### src/rtl/text_buffer_writer.sv
// text_buffer_writer: turns a character stream into screen-buffer writes with cursor and scroll tracking
module text_buffer_writer #(
  parameter int cols = 128,
  parameter int rows = 48,
  parameter int char_width = 8,
  parameter logic [char_width-1:0] blank_char = char_width'(8'h20),
  localparam int aw = $clog2(cols * rows),
  localparam int cw = $clog2(cols),
  localparam int rw = $clog2(rows)
) (
  input  logic                  clk,
  input  logic                  reset,
  input  logic [char_width-1:0] char_in,
  input  logic                  char_valid,
  output logic                  char_ready,
  output logic                  buf_we,
  output logic [aw-1:0]         buf_addr,
  output logic [char_width-1:0] buf_data,
  output logic [cw-1:0]         cursor_col,
  output logic [rw-1:0]         cursor_row,
  output logic [rw-1:0]         top_row,
  output logic                  busy
);
  typedef enum logic [1:0] {IDLE, CLEAR, ROWCLR} state_t;
  state_t state;
  logic [aw:0] cnt;
  logic scrolled;
  logic printable, at_end, wrap, do_nl;
  logic [rw-1:0] nrow, nnrow;
  logic [aw-1:0] row_base, cur_addr;
  // decode the offered code and precompute cursor/scroll successors
  always_comb begin
    printable = char_in >= char_width'('h20) && char_in <= char_width'('h7E);
    at_end = cursor_col == cw'(cols - 1);
    wrap = cursor_row == rw'(rows - 1);
    nrow = wrap ? '0 : cursor_row + 1'b1;
    nnrow = (nrow == rw'(rows - 1)) ? '0 : nrow + 1'b1;
    row_base = aw'(cursor_row * cols);
    cur_addr = row_base + aw'(cursor_col);
    do_nl = (printable && at_end) || char_in == char_width'('h0A);
  end
  // clear sequencers plus code interpretation; every output is registered here
  always_ff @(posedge clk) begin
    if (reset) begin
      state <= CLEAR;
      cnt <= '0;
      buf_we <= 1'b0;
      buf_addr <= '0;
      buf_data <= blank_char;
      cursor_col <= '0;
      cursor_row <= '0;
      top_row <= '0;
      scrolled <= 1'b0;
      char_ready <= 1'b0;
      busy <= 1'b1;
    end else begin
      buf_we <= 1'b0;
      case (state)
        CLEAR:
          if (cnt == (aw+1)'(cols * rows)) begin
            state <= IDLE;
            char_ready <= 1'b1;
            busy <= 1'b0;
          end else begin
            buf_we <= 1'b1;
            buf_addr <= aw'(cnt);
            buf_data <= blank_char;
            cnt <= cnt + 1'b1;
          end
        ROWCLR:
          if (cnt == (aw+1)'(cols)) begin
            state <= IDLE;
            char_ready <= 1'b1;
            busy <= 1'b0;
          end else begin
            buf_we <= 1'b1;
            buf_addr <= row_base + aw'(cnt);
            buf_data <= blank_char;
            cnt <= cnt + 1'b1;
          end
        default:
          if (char_valid) begin
            if (printable) begin
              buf_we <= 1'b1;
              buf_addr <= cur_addr;
              buf_data <= char_in;
              if (!at_end) cursor_col <= cursor_col + 1'b1;
            end
            if (do_nl) begin
              cursor_col <= '0;
              cursor_row <= nrow;
              scrolled <= scrolled | wrap;
              top_row <= (scrolled | wrap) ? nnrow : '0;
              cnt <= '0;
              state <= ROWCLR;
              char_ready <= 1'b0;
              busy <= 1'b1;
            end
            if (char_in == char_width'('h0D)) cursor_col <= '0;
            if (char_in == char_width'('h08) && cursor_col != '0) begin
              cursor_col <= cursor_col - 1'b1;
              buf_we <= 1'b1;
              buf_addr <= cur_addr - 1'b1;
              buf_data <= blank_char;
            end
            if (char_in == char_width'('h0C)) begin
              cursor_col <= '0;
              cursor_row <= '0;
              scrolled <= 1'b0;
              top_row <= '0;
              cnt <= '0;
              state <= CLEAR;
              char_ready <= 1'b0;
              busy <= 1'b1;
            end
          end
      endcase
    end
  end
endmodule

### config.mk
export PLATFORM = sky130hd
export DESIGN_NAME = text_buffer_writer
export DESIGN_NICKNAME = d
export VERILOG_FILES = /design/src/rtl/text_buffer_writer.sv
export SDC_FILE = /design/constraint.sdc
export NUM_CORES = 1
export LEC_CHECK = 0
export BUFFER_PORTS_ARGS = -buffer_cell sky130_fd_sc_hd__buf_4
export CORE_AREA = 8 8 123 125
export CTS_BUF_LIST = sky130_fd_sc_hd__clkbuf_8
export DETAILED_ROUTE_END_ITERATION = 10
export DIE_AREA = 0 0 131 133
export GPL_TIMING_DRIVEN = 0
export PLACE_DENSITY_LB_ADDON = 0.25
export SYNTH_ARGS = -nofsm -noshare
export SYNTH_HDL_FRONTEND = slang
export SYNTH_SLANG_ARGS = --single-unit
### constraint.sdc
create_clock -name clk -period 2.56 [get_ports clk]
set_input_delay 0.128 -clock clk [delete_from_list [all_inputs] [get_ports clk]]
set_output_delay 0.128 -clock clk [all_outputs]
set_load 0.03 [all_outputs]
== Word-level counts from Yosys, hierarchy flattened ==
Cells that the tools add are included.
Word-level totals
  register bits: 60
  input bits: 11
  output and inout port bits: 43
  logic and storage cells: 112
Operators by class
  add/subtract/negate cells: 8
  magnitude comparators: 2
  equal/unequal tests: 16
  multiplexer cells: 57
  bitwise operators: 2
  reduce and logical (&&, ||, !) cells: 16
Operator list (number)
  2-to-1 mux 14 bit: 5
  2-to-1 mux 13 bit: 5
  2-to-1 mux 6 bit: 7
  2-to-1 mux 7 bit: 6
  2-to-1 mux 8 bit: 5
  equality test 8 x 4 -> 1 bit (second input constant): 4
  one-hot mux 14 bit (2 select lines): 1
  one-hot mux 13 bit (2 select lines): 1
  2-to-1 mux 1 bit: 17
  one-hot mux 8 bit (2 select lines): 1
  AND reduction 4 bit: 4
  adder 14 x 1 -> 14 bit (second input constant): 1
  equality test 14 x 13 -> 1 bit (second input constant): 1
  equality test 14 x 8 -> 1 bit (second input constant): 1
  adder 13 bit: 1
  adder 13 x 7 -> 13 bit: 1
  subtractor 13 x 1 -> 13 bit (second input constant): 1
  adder 6 x 1 -> 6 bit (second input constant): 2
  equality test 6 bit (second input constant): 2
  2-to-1 mux 2 bit: 5
  greater-or-equal comparator 8 x 6 -> 1 bit (second input constant): 1
  <= comparator 8 x 7 -> 1 bit (second input constant): 1
  inequality test 2 bit (second input constant): 4
  nonzero test 4 bit: 2
  other kinds (18): 22

== Depth between registers and ports, before layout ==
Gate-level depths: netlist of run 1.
  depth after elaboration: 8
  depth in mapped cells: 10
  gate-level depth less buffers: 8

== Worst setup path after synthesis of run 1 ==
No wires, ideal clock.
  path type: reg2reg
  start point: register cursor_col[0]
  end point: register cursor_col[5]
  data arrival time: 2359 ps
  path slack: 116 ps
  cell stages (with the launch flop): 9
  path buffers: 1
  path through: dfxtp_1 > inv_1 > ha_1 > and3b_1 > clkbuf_1 > nor2_2 > o311ai_2 > a311o_1 > a211oi_1
On the way
  longest elaborated chain between the ends: 7
  elaborated cells between the ends (all ways): 16
  those cells by class: add/sub: 2; eq/ne: 2; mux: 6; reduce/logical: 6
RTL lines
  start, declared: line 19  | output logic [cw-1:0] cursor_col,
  start signal, assigned: line 87  | if (!at_end) cursor_col <= cursor_col + 1'b1;
  start signal, assigned: line 101  | cursor_col <= cursor_col - 1'b1;
  adder 7 x 1 -> 7 bit / equality test 7 bit (equally long branches): line 87, 34
  2-to-1 mux 7 bit / logical AND 1 bit (equally long branches): line 87, 40
  2-to-1 mux 7 bit / logical OR 1 bit (equally long branches): line 83, 40
  2-to-1 mux 7 bit: line 89  | if (do_nl) begin
  2-to-1 mux 7 bit: line 99  | if (char_in == char_width'('h0D)) cursor_col <= '0;
  2-to-1 mux 7 bit: line 100  | if (char_in == char_width'('h08) && cursor_col != '0) begin
  2-to-1 mux 7 bit: line 106  | if (char_in == char_width'('h0C)) begin
Parallel ways exist; a longest one is shown, timed or not. The select of a mux whose other input is x is not followed.
A chain may end at the register's enable or synchronous reset.

== Worst setup path after layout of run 1 ==
  start point: register cursor_col[0]
  end point: register cursor_col[2]
Same word-level chain as after synthesis.

==> metrics.txt, run 1 <==
# TYPE chip_impl_metric gauge
chip_impl_metric{name="arrival",unit="ps"} 2650
chip_impl_metric{name="postSynthAreaPerCell",unit="um2"} 7.92
chip_impl_metric{name="final.setup_skew",unit="ps"} 10.3
chip_impl_info{name="cp_top_family",value="compound AO/OA/AOI/OAI gates"} 1
chip_impl_info{name="outcome",value="completed"} 1
chip_impl_info{name="setup.worst_path.start_class",value="register"} 1
chip_impl_metric{name="synthesized_netlist_net_count",unit=""} 513
chip_impl_info{name="worst_hold_class",value="input pin to register"} 1
chip_impl_info{name="cp_cell_sequence",value="inv_1 > ha_1 > and3b_1 > nor2_4 > o32a_1 > a221o_1 > a221oi_2"} 1
chip_impl_info{name="synth_ff_type",value="dfxtp_1"} 1
chip_impl_metric{name="synth.top_cell.area_share",unit="%"} 31.1
chip_impl_metric{name="max_cap_violations",unit=""} 0
chip_impl_metric{name="dpl.cell_count",unit=""} 714
chip_impl_metric{name="drcViolationCount",unit=""} 0
chip_impl_metric{name="synth_seq_area_share",unit="%"} 31.1
chip_impl_metric{name="finalSetupViolations",unit=""} 0
chip_impl_info{name="cp_slowest_cell",value="and3b_1"} 1
chip_impl_metric{name="grt_max_degree",unit=""} 11
chip_impl_metric{name="groute.usage.overall",unit="%"} 14.7
chip_impl_info{name="crit_type",value="register to register"} 1
chip_impl_metric{name="switching_power_as_a_share_of_total_power",unit="%"} 39.8
chip_impl_metric{name="postSynthRegisterBits",unit=""} 60
chip_impl_metric{name="drt-wirelength-per-cell",unit="um"} 17.0
chip_impl_metric{name="synthXorXnorAreaFrac",unit="%"} 5.68
chip_impl_metric{name="gp_congestion",unit=""} 0.865
chip_impl_metric{name="synthesis.instances",unit=""} 487
chip_impl_metric{name="num_ports",unit=""} 54
chip_impl_metric{name="clock.fmax",unit="GHz"} 0.417
chip_impl_metric{name="final-hold-violation-count",unit=""} 0
chip_impl_metric{name="worst_skew_pair_later_pin_latency",unit="ps"} 350
chip_impl_metric{name="powerDensity",unit="mW/mm2"} 623
chip_impl_metric{name="layoutNonFillerInstCount",unit=""} 731
chip_impl_info{name="synthDominantAreaCellType",value="dfxtp_1"} 1
chip_impl_metric{name="timing.critical_path.required",unit="ps"} 2810
chip_impl_metric{name="antenna_found_initial",unit=""} 0
chip_impl_metric{name="synthesized_area_fraction_occupied_by_ao_oa_aoi_and_oai_cells",unit="%"} 23.9
chip_impl_metric{name="cts.htree.levels",unit=""} 3
chip_impl_metric{name="row_count",unit=""} 42
chip_impl_metric{name="num_vias",unit=""} 3891
chip_impl_metric{name="slew_headroom",unit="%"} 40.9
chip_impl_metric{name="design.die.area",unit="mm2"} 0.0174
chip_impl_metric{name="floorplan.initialDensity",unit="%"} 29.5
chip_impl_metric{name="finish.net_count",unit=""} 576
chip_impl_info{name="grt_setup_unrepaired",value="false"} 1
chip_impl_metric{name="firstDrtPassIters",unit=""} 5
chip_impl_metric{name="final_critical_path_setup_slack",unit="ps"} 162
chip_impl_metric{name="synth_edf_count",unit=""} 0
chip_impl_metric{name="dp_worst_setup_slack",unit="ps"} -188
chip_impl_metric{name="grt_first_pass_wirelength",unit="mm"} 20.3
chip_impl_metric{name="post-route-period-util",unit="%"} 93.7
chip_impl_metric{name="route.final.wire_length",unit="mm"} 12.4
chip_impl_metric{name="layout_stage_area_growth_over_the_synthesis_result",unit="%"} 22.4
chip_impl_metric{name="clock_tree_buf_depth",unit=""} 2
chip_impl_metric{name="share_seq_of_total_power",unit="%"} 37.5
chip_impl_info{name="clock_tree.root_cell",value="clkbuf_8"} 1
chip_impl_metric{name="average_via_count_per_standard_cell",unit=""} 5.32
chip_impl_metric{name="min_period",unit="ps"} 2400
chip_impl_metric{name="finalSetupTns",unit="ps"} 0
chip_impl_info{name="ys_top_cells_by_area",value="dfxtp_1 (31%), nor2_1 (5.4%), a21oi_1 (4.5%)"} 1
chip_impl_metric{name="mappedNetlistArea",unit="mm2"} 0.00386
chip_impl_metric{name="grt_remaining_overflow",unit=""} 0
chip_impl_metric{name="net-switching-power",unit="uW"} 1170
chip_impl_metric{name="design_power_total",unit="uW"} 2940
chip_impl_metric{name="p_leak",unit="uW"} 0.00182
chip_impl_metric{name="core_area",unit="mm2"} 0.0131
chip_impl_metric{name="numPortBuffers",unit=""} 51
chip_impl_metric{name="worst_path_largest_cell_delay",unit="ps"} 430
chip_impl_metric{name="maxSlewViolCount",unit=""} 0
chip_impl_metric{name="critical_path.max_fanout",unit=""} 8
chip_impl_info{name="clock_tree_from_tritoncts",value="yes"} 1
chip_impl_metric{name="place.detailed.hpwl",unit="mm"} 9.25
chip_impl_metric{name="die_width",unit="um"} 131
chip_impl_metric{name="dieHeight",unit="um"} 133
chip_impl_metric{name="drtIter0Drc",unit=""} 231
chip_impl_metric{name="clock_sinks",unit=""} 60
chip_impl_metric{name="mux_contribution_to_synthesized_area",unit="%"} 1.59
chip_impl_metric{name="asyncSetResetFlopFracSynth",unit="%"} 0
chip_impl_metric{name="cts-buffers-inserted",unit=""} 9
chip_impl_metric{name="power.clock.fraction",unit="%"} 25.6
chip_impl_metric{name="num_antenna_cells",unit=""} 0
chip_impl_metric{name="tightest_slew",unit="ps"} 880
chip_impl_metric{name="number_of_global_route_vias_before_repair",unit=""} 3844
chip_impl_metric{name="antenna_violating_nets_post_route",unit=""} 0
chip_impl_metric{name="ir_drop",unit="V"} 0.000409
chip_impl_metric{name="power.internal",unit="uW"} 1770
chip_impl_metric{name="clk_pin_slew_worst_paths",unit="ps"} 70
chip_impl_metric{name="comb_power_share",unit="%"} 36.9
chip_impl_metric{name="synth_simple_gate_area_share",unit="%"} 27.2
chip_impl_metric{name="cp_num_buf_inv",unit=""} 1
chip_impl_metric{name="yosys.area_share.adder",unit="%"} 5.06
chip_impl_info{name="dominant_combinational_cell_family_by_area_after_synthesis",value="simple AND/OR/NAND/NOR gates"} 1
chip_impl_metric{name="drive_gt1_share",unit="%"} 18.7
chip_impl_metric{name="netlist-cell-type-count",unit=""} 68
chip_impl_metric{name="hold-worst-slack",unit="ps"} 55.3
chip_impl_info{name="timing.critical_path.to_type",value="register"} 1
chip_impl_metric{name="yosys_warnings",unit=""} 0
timing repair:
| action | in CTS | in global routing |
|---|---|---|
| resized for setup | 7 | 11 |
| endpoints found under the setup margin | 27 | 49 |
| gates cloned | 0 | 1 |
| hold buffers | 0 | 0 |
| pin swaps | 0 | 3 |
| buffers inserted | 0 | 3 |
final timing paths:
| path | startpoint | endpoint | slack [ps] | depth (start not counted) |
|---|---|---|---|---|
| setup reg to reg | cursor_col[0]$_SDFFE_PP0P_ | cursor_col[2]$_SDFFE_PP0P_ | 160 | 7 |
| setup / recovery | cursor_col[0]$_SDFFE_PP0P_ | cursor_col[2]$_SDFFE_PP0P_ | 160 | 7 |
| hold reg to reg | top_row[0]$_SDFFE_PP0P_ | top_row[0]$_SDFFE_PP0P_ | 460 | 2 |
| hold / removal | char_in[4] | buf_data[4]$_SDFFE_PP0P_ | 60 | 3 |
metal layers:
layer  global-route usage, %  routed length [um]  up-vias
met5                       0                   0        -
met4                    5.68                 276        0
met3                    3.13                 556       21
met2                    22.6                5670      104
met1                    19.5                5900     1840
li1                        -                   -     1926
area by class of cell:
class	instances	area (um2)
plain buffers	33	139
clock buffers	10	138
clock inverters	6	31.3
fillers	1357	8370
inverters	17	63.8
multi-input cells	375	2520
flip-flops and latches	60	1200
well taps	176	220
repair buffers	54	405
power groups by stage:
stage               sequential, uW  clock, uW  combinational (uW)
floorplan                     1260          0                 560
global placement              1120          0                1050
detailed placement            1120          0                1050
CTS                           1100        770                1070
global route                  1110        816                1200
finish                        1100        753                1080
cells in the final DEF (no fill, tap or decap), drive strengths merged, types with 4 or more instances in the layout:
cell type / n
a21o: 5
xnor2: 19
inv: 18
o21ai: 12
a221o: 6
nand4: 4
dfxtp: 60
a221oi: 8
nor4: 12
or3: 7
ha: 14
nand2: 39
o211ai: 11
buf: 60
clkinv: 4
xor2: 6
a211oi: 7
nor2: 58
a21oi: 36
and3: 10
a22oi: 12
nor4b: 4
clkbuf: 37
nor3: 21
nand3b: 4
mux2i: 5
nand3: 22
Yosys cell counts (3+ instances only):
cell type / count
a221oi_1: 7
mux2i_1: 5
nand4_1: 4
or3_1: 7
nor3_1: 21
a21o_1: 5
xnor2_1: 19
nand3b_1: 4
xor2_1: 6
nor4_1: 12
a221o_1: 6
nor2_1: 55
a211oi_1: 7
nand2b_1: 3
o211ai_1: 11
buf_2: 4
nor3b_1: 3
a21oi_1: 35
and2_1: 3
a22oi_1: 12
o21ai_0: 11
nor4b_1: 4
ha_1: 14
nand2_1: 39
nand3_1: 22
clkbuf_1: 29
and3_1: 10
inv_1: 17
dfxtp_1: 60
nand4b_1: 3
flip-flops by register name (all words and copies together) (netlist names):
register    cells
buf_addr       13
buf_data        8
buf_we          1
busy            1
char_ready      1
cnt            14
cursor_col      7
cursor_row      6
scrolled        1
state           2
top_row         6
worst min-delay path, delay by kind of cell:
family	cells	cell delay (ps)
and+or+nand+nor	1	80
AOI/OAI and AO/OA	1	60
buffers and inverters	1	110
logic make-up (layout without fill, tap and decap cells):
logic type,after synthesis,in the layout
AOI/OAI and AO/OA,123,123
muxes,6,6
DFF,60,60
adders and majority gates,15,15
and+or+nand+nor,205,206
buffers and inverters,53,120
xor gates and xnor gates,25,25
metrics by stage:
| stage | area [um2] | util [%] |
|---|---|---|
| after floorplan | 3860 | - |
| after global placement | 4460 | 34.1 |
| after detailed placement | 4460 | 34.1 |
| after CTS | 4670 | 35.7 |
| after global routing | 4720 | 36.1 |
| final | 4720 | 36.1 |
(Power assumes the default switching activity.)
==> run 2, diff against run 1 <==
CORE_AREA = 8 8 90 172   (was 8 8 123 125)
DIE_AREA = 0 0 98 180   (was 0 0 131 133)
clock period = 2.6 ns   (was 2.56 ns; I/O delays follow)
==> run 2 against run 1 <==
  * Flip-flop and latch count is the same
  * Sequential share of layout area grew 0.14 points
  * Worst setup slack lost 4.0 ps
  * Clock power grew 12%
  * Routed wire length shrank 3.2%
  * Sequential power is essentially flat
  * Fmax shrank 1.8%
  * Cell count shrank 3.1%
  * First-iteration DRC count shrank 1.3%
  * Largest cell class unchanged
  * Largest power group unchanged
==> metrics.txt, run 2 (synthesis results as in run 1) <==
# TYPE chip_impl_metric gauge
chip_impl_metric{name="dieHeight",unit="um"} 180
chip_impl_metric{name="dpl.cell_count",unit=""} 693
chip_impl_metric{name="ir_drop",unit="V"} 0.000347
chip_impl_info{name="grt_setup_unrepaired",value="false"} 1
chip_impl_metric{name="core_area",unit="mm2"} 0.0133
chip_impl_metric{name="row_count",unit=""} 60
chip_impl_info{name="largest_register",value="cnt"} 1
chip_impl_metric{name="dp_worst_setup_slack",unit="ps"} -151
chip_impl_metric{name="final.setup_skew",unit="ps"} 10.1
chip_impl_metric{name="drcViolationCount",unit=""} 0
chip_impl_metric{name="tightest_slew",unit="ps"} 890
chip_impl_metric{name="layoutNonFillerInstCount",unit=""} 708
chip_impl_metric{name="worst_skew_pair_later_pin_latency",unit="ps"} 350
chip_impl_metric{name="grt_remaining_overflow",unit=""} 0
chip_impl_metric{name="timing.critical_path.required",unit="ps"} 2880
chip_impl_metric{name="floorplan.initialDensity",unit="%"} 29.0
chip_impl_metric{name="critical_path.max_fanout",unit=""} 10
chip_impl_metric{name="clock_tree_buf_depth",unit=""} 2
chip_impl_metric{name="gp_congestion",unit=""} 0.895
chip_impl_metric{name="die_width",unit="um"} 98
chip_impl_metric{name="firstDrtPassIters",unit=""} 5
chip_impl_metric{name="antenna_found_initial",unit=""} 0
chip_impl_metric{name="num_vias",unit=""} 3832
chip_impl_metric{name="largest_register_ff_count",unit=""} 14
chip_impl_metric{name="post-route-period-util",unit="%"} 93.9
chip_impl_info{name="timing.critical_path.to_type",value="register"} 1
chip_impl_metric{name="numPortBuffers",unit=""} 51
chip_impl_info{name="setup.worst_path.start_class",value="register"} 1
chip_impl_metric{name="num_antenna_cells",unit=""} 0
chip_impl_metric{name="drive_gt1_share",unit="%"} 18.4
chip_impl_info{name="final_common_cell",value="dfxtp_1"} 1
chip_impl_metric{name="cts-buffers-inserted",unit=""} 9
chip_impl_metric{name="finish.net_count",unit=""} 575
chip_impl_metric{name="finalSetupViolations",unit=""} 0
chip_impl_metric{name="post_dp_cell_area",unit="mm2"} 0.00443
chip_impl_metric{name="number_of_global_route_vias_before_repair",unit=""} 3710
chip_impl_metric{name="groute.usage.overall",unit="%"} 13.6
chip_impl_metric{name="final-hold-violation-count",unit=""} 0
chip_impl_metric{name="clock.fmax",unit="GHz"} 0.409
chip_impl_metric{name="worstRegToRegCells",unit=""} 10
chip_impl_metric{name="min_period",unit="ps"} 2440
chip_impl_metric{name="place.detailed.hpwl",unit="mm"} 9.07
chip_impl_metric{name="antenna_violating_nets_post_route",unit=""} 0
chip_impl_metric{name="finish.utilization",unit="%"} 35.3
chip_impl_metric{name="num_ports",unit=""} 54
chip_impl_metric{name="final_critical_path_setup_slack",unit="ps"} 158
chip_impl_metric{name="slew_headroom",unit="%"} 40.3
chip_impl_metric{name="route.final.wire_length",unit="mm"} 12.0
chip_impl_metric{name="worstHoldPathCells",unit=""} 3
chip_impl_info{name="outcome",value="completed"} 1
chip_impl_metric{name="maxSlewViolCount",unit=""} 0
chip_impl_info{name="mostFrequentLayoutCells",value="dfxtp_1 (58), nor2_1 (55), buf_4 (53), nand2_1 (39), a21oi_1 (35)"} 1
chip_impl_metric{name="grt_max_degree",unit=""} 11
chip_impl_metric{name="max_cap_violations",unit=""} 0
chip_impl_metric{name="drtIter0Drc",unit=""} 228
chip_impl_info{name="crit_type",value="register to register"} 1
chip_impl_metric{name="p_leak",unit="uW"} 0.00182
chip_impl_metric{name="clock_sinks",unit=""} 60
chip_impl_metric{name="final.fill_count",unit=""} 1400
chip_impl_metric{name="layout_stage_area_growth_over_the_synthesis_result",unit="%"} 21.7
chip_impl_metric{name="powerDensity",unit="mW/mm2"} 635
chip_impl_metric{name="arrival",unit="ps"} 2720
chip_impl_metric{name="average_via_count_per_standard_cell",unit=""} 5.41
chip_impl_info{name="clock_tree.root_cell",value="clkbuf_8"} 1
chip_impl_metric{name="design.die.area",unit="mm2"} 0.0176
chip_impl_metric{name="design_power_total",unit="uW"} 2980
chip_impl_metric{name="grt_first_pass_wirelength",unit="mm"} 19.4
chip_impl_metric{name="clk_pin_slew_worst_paths",unit="ps"} 70
chip_impl_metric{name="drt-wirelength-per-cell",unit="um"} 16.9
chip_impl_info{name="clock_tree_from_tritoncts",value="yes"} 1
chip_impl_info{name="largestRegisters",value="cnt (14), buf_addr (13), buf_data (8)"} 1
chip_impl_metric{name="cts.htree.levels",unit=""} 3
chip_impl_metric{name="design_area",unit="mm2"} 0.00469
chip_impl_info{name="worst_hold_class",value="input pin to register"} 1
==> run 2: through the flow <==
step | hold slack (ps) | setup TNS, ps
after global routing | 68.4 | 0
after detailed placement | 417 | -1120
after CTS | 45.9 | 0
after global placement | 406 | -913
final | 57.5 | 0
after floorplan | 278 | 0
==> run 2: layer usage <==
| metal | track usage (%) | share of wire (%) | vias to the layer above |
|---|---|---|---|
| li1 | - | - | 1912 |
| met1 | 16.9 | 47 | 1814 |
| met2 | 22.0 | 47 | 94 |
| met3 | 3.29 | 4.5 | 12 |
| met4 | 4.91 | 1.5 | 0 |
| met5 | 0 | 0 | - |
==> run 2: where the power goes <==
| group | total (uW) | switching, uW | internal, uW |
|---|---|---|---|
| Sequential | 1080 | 63.8 | 1020 |
| Clock | 845 | 387 | 458 |
| Combinational | 1050 | 697 | 357 |
==> run 2: layout make-up <==
cell class	count	area (um2)	area share (%)
multi-input combinational	374	2500	53.4
sequential	60	1200	25.6
timing repair buffer	52	390	8.32
tap	155	194	4.13
buffer	35	148	3.14
clock buffer	10	138	2.93
inverter	17	63.8	1.36
clock inverter	5	52.6	1.12
==> run 2: repair_timing <==
item,CTS,global route
hold buffers,0,0
resized for setup,5,15
setup endpoints to repair,30,39
pin swaps,1,1
buffers inserted,0,1
endpoints found under the hold margin,0,0
==> run 2: path summary, 6_finish.rpt <==
kind,startpoint,to,slack (ps)
min reg2reg,top_row[3]$_SDFFE_PP0P_,top_row[3]$_SDFFE_PP0P_,460
min,char_in[4],buf_data[4]$_SDFFE_PP0P_,60
max,state[1]$_SDFFE_PP0P_,buf_addr[11]$_SDFFE_PP0P_,160
max reg2reg,state[1]$_SDFFE_PP0P_,buf_addr[11]$_SDFFE_PP0P_,160
==> run 2: worst max-delay path, cell delays in order (launching register included) <==
cell	delay [ps]
dfxtp_1	360
inv_1	60
ha_1	170
clkbuf_1	220
and4b_1	250
a21oi_1	170
o21ai_2	170
a21oi_2	320
buf_2	320
o211ai_1	160
a21oi_1	160
==> run 3, diff against run 2 <==
clock period = 2.3 ns   (was 2.6 ns; I/O delays follow)
==> run 3 against run 2 <==
  * Sequential share of layout area fell by 0.96 points
  * Worst setup slack got worse by 85 ps
  * Count of clock-buffer cells in the layout rose by 1
  * Largest power group is now combinational cells
  * Hold slack got worse by 16 ps
  * Design area rose by 4.3%
  * Critical endpoint unchanged
  * Via count rose by 1.1%
  * Highest routed layer unchanged
==> metrics.txt, run 3 (synthesis results as in run 1) <==
# TYPE chip_impl_metric gauge
chip_impl_info{name="outcome",value="completed"} 1
chip_impl_metric{name="final.fill_count",unit=""} 1381
chip_impl_metric{name="route.final.wire_length",unit="mm"} 12.4
chip_impl_metric{name="post_dp_cell_area",unit="mm2"} 0.00444
chip_impl_metric{name="drive_gt1_share",unit="%"} 23.3
chip_impl_metric{name="share_seq_of_total_power",unit="%"} 34.0
chip_impl_metric{name="tightest_slew",unit="ps"} 694
chip_impl_metric{name="drcViolationCount",unit=""} 0
chip_impl_metric{name="worst_skew_pair_later_pin_latency",unit="ps"} 350
chip_impl_metric{name="maxSlewViolCount",unit=""} 0
chip_impl_metric{name="gp_congestion",unit=""} 0.901
chip_impl_info{name="crit_type",value="register to register"} 1
chip_impl_metric{name="core_area",unit="mm2"} 0.0133
chip_impl_metric{name="die_width",unit="um"} 98
chip_impl_metric{name="slew_headroom",unit="%"} 53.4
chip_impl_metric{name="firstDrtPassIters",unit=""} 5
chip_impl_metric{name="finish.utilization",unit="%"} 36.9
chip_impl_metric{name="p_leak",unit="uW"} 0.00188
chip_impl_metric{name="power.clock.fraction",unit="%"} 31.1
chip_impl_metric{name="numPortBuffers",unit=""} 51
chip_impl_metric{name="cts-buffers-inserted",unit=""} 9
chip_impl_metric{name="design.die.area",unit="mm2"} 0.0176
chip_impl_metric{name="clk_pin_slew_worst_paths",unit="ps"} 70
chip_impl_info{name="timing.critical_path.to_type",value="register"} 1
chip_impl_metric{name="critical_path.max_fanout",unit=""} 8
chip_impl_metric{name="power.internal",unit="uW"} 2260
chip_impl_metric{name="antenna_violating_nets_post_route",unit=""} 0
chip_impl_metric{name="timing.critical_path.required",unit="ps"} 2510
chip_impl_metric{name="groute.usage.overall",unit="%"} 13.8
chip_impl_info{name="clock_tree.root_cell",value="clkbuf_8"} 1
chip_impl_metric{name="finish.net_count",unit=""} 576
chip_impl_metric{name="clock.fmax",unit="GHz"} 0.449
chip_impl_metric{name="largest_register_ff_count",unit=""} 14
chip_impl_metric{name="floorplan.initialDensity",unit="%"} 29.0
chip_impl_metric{name="final.setup_skew",unit="ps"} 8.35
chip_impl_metric{name="row_count",unit=""} 60
chip_impl_metric{name="switching_power_as_a_share_of_total_power",unit="%"} 37.3
chip_impl_metric{name="num_ports",unit=""} 54
chip_impl_metric{name="post-route-period-util",unit="%"} 96.8
chip_impl_metric{name="powerDensity",unit="mW/mm2"} 737
chip_impl_info{name="setup.worst_path.start_class",value="register"} 1
chip_impl_metric{name="comb_power_share",unit="%"} 34.8
chip_impl_metric{name="design_area",unit="mm2"} 0.00490
chip_impl_metric{name="number_of_global_route_vias_before_repair",unit=""} 3772
chip_impl_metric{name="min_period",unit="ps"} 2230
chip_impl_metric{name="design_power_total",unit="uW"} 3610
chip_impl_metric{name="cts_hold_repair.buffers",unit=""} 0
chip_impl_metric{name="finalSetupViolations",unit=""} 0
chip_impl_metric{name="antenna_found_initial",unit=""} 0
chip_impl_metric{name="max_cap_violations",unit=""} 0
chip_impl_metric{name="net-switching-power",unit="uW"} 1350
chip_impl_metric{name="grt_remaining_overflow",unit=""} 0
chip_impl_metric{name="clock_tree_buf_depth",unit=""} 2
chip_impl_info{name="worst_hold_class",value="input pin to register"} 1
chip_impl_metric{name="arrival",unit="ps"} 2440
chip_impl_info{name="clock_tree_from_tritoncts",value="yes"} 1
chip_impl_metric{name="drtIter0Drc",unit=""} 241
chip_impl_metric{name="num_vias",unit=""} 3876
chip_impl_metric{name="place.detailed.hpwl",unit="mm"} 9.16
chip_impl_metric{name="hold-worst-slack",unit="ps"} 42.0
chip_impl_info{name="final_common_cell",value="buf_4"} 1
chip_impl_metric{name="average_via_count_per_standard_cell",unit=""} 5.47
chip_impl_info{name="largestRegisters",value="cnt (14), buf_addr (13), buf_data (8)"} 1
chip_impl_metric{name="grt_first_pass_wirelength",unit="mm"} 19.8
chip_impl_metric{name="dieHeight",unit="um"} 180
chip_impl_metric{name="final-hold-violation-count",unit=""} 0
chip_impl_info{name="mostFrequentLayoutCells",value="buf_4 (57), dfxtp_1 (56), nor2_1 (55), nand2_1 (38), a21oi_1 (34)"} 1
chip_impl_metric{name="grt_max_degree",unit=""} 11
chip_impl_info{name="grt_setup_unrepaired",value="true"} 1
chip_impl_metric{name="ir_drop",unit="V"} 0.000411
chip_impl_metric{name="layout_stage_area_growth_over_the_synthesis_result",unit="%"} 27.0
chip_impl_metric{name="cts.htree.levels",unit=""} 3
chip_impl_metric{name="drt-wirelength-per-cell",unit="um"} 17.4
chip_impl_metric{name="clock_sinks",unit=""} 60
chip_impl_info{name="largest_register",value="cnt"} 1
chip_impl_metric{name="num_antenna_cells",unit=""} 0
## run 3: final cells by class
cell class / count / area, um2 / area share, %
well taps: 155 / 194 / 3.96
flip-flops and latches: 60 / 1210 / 24.7
clock buffers: 11 / 151 / 3.09
clock inverters: 4 / 72.6 / 1.48
repair buffers: 56 / 433 / 8.84
multi-input cells: 374 / 2630 / 53.6
inverters: 17 / 63.8 / 1.30
plain buffers: 32 / 149 / 3.04
## run 3: worst paths after layout
check                             startpoint                         to  cells after the start  slack (ps)
setup / recovery  cursor_col[0]$_SDFFE_PP0P_  buf_addr[11]$_SDFFE_PP0P_                      8          70
hold / removal                    char_in[6]   buf_data[6]$_SDFFE_PP0P_                      3          40
setup reg to reg  cursor_col[0]$_SDFFE_PP0P_  buf_addr[11]$_SDFFE_PP0P_                      8          70
hold reg to reg      top_row[5]$_SDFFE_PP0P_    top_row[5]$_SDFFE_PP0P_                      2         460
## run 3: per-stage QoR
stage          cells  setup TNS [ps]  setup WS, ps
2_1_floorplan    487               0          26.6
3_3_place_gp     693          -12600          -379
3_5_place_dp     693          -13310          -345
4_1_cts          705               0          4.10
5_1_grt          709           -67.9         -34.0
6_report         709               0          73.2
## run 3: worst max-delay path, stage by stage, from the launching register on
cell and delay [ps]:
dfxtp_4 390, inv_1 120, ha_4 210, or3_1 350, nor4_4 380, nand4_1 160, xnor2_1 140, o211ai_1 240
a21oi_1 100
## run 3: power by group through the flow
stage          combinational, uW  clock [uW]  sequential, uW
4_1_cts                     1200        1140            1230
3_3_place_gp                1150           0            1250
5_1_grt                     1380        1180            1240
2_1_floorplan                623           0            1400
6_report                    1260        1120            1230
3_5_place_dp                1160           0            1250
## run 3: metal layers
| metal | part of all wire (%) | up-vias | global-route usage, % |
|---|---|---|---|
| li1 | - | 1930 | - |
| met1 | 46 | 1830 | 17.1 |
| met2 | 47 | 90 | 22.4 |
| met3 | 4.6 | 26 | 2.98 |
| met4 | 2.6 | 0 | 5.72 |
| met5 | 0 | - | 0 |
## run 3: timing repair
action / in CTS / in global routing
setup endpoints to repair: 59 / 46
pin swaps: 2 / 5
setup buffers: 1 / 4
resized for setup: 23 / 28
hold endpoints to repair: 0 / 0
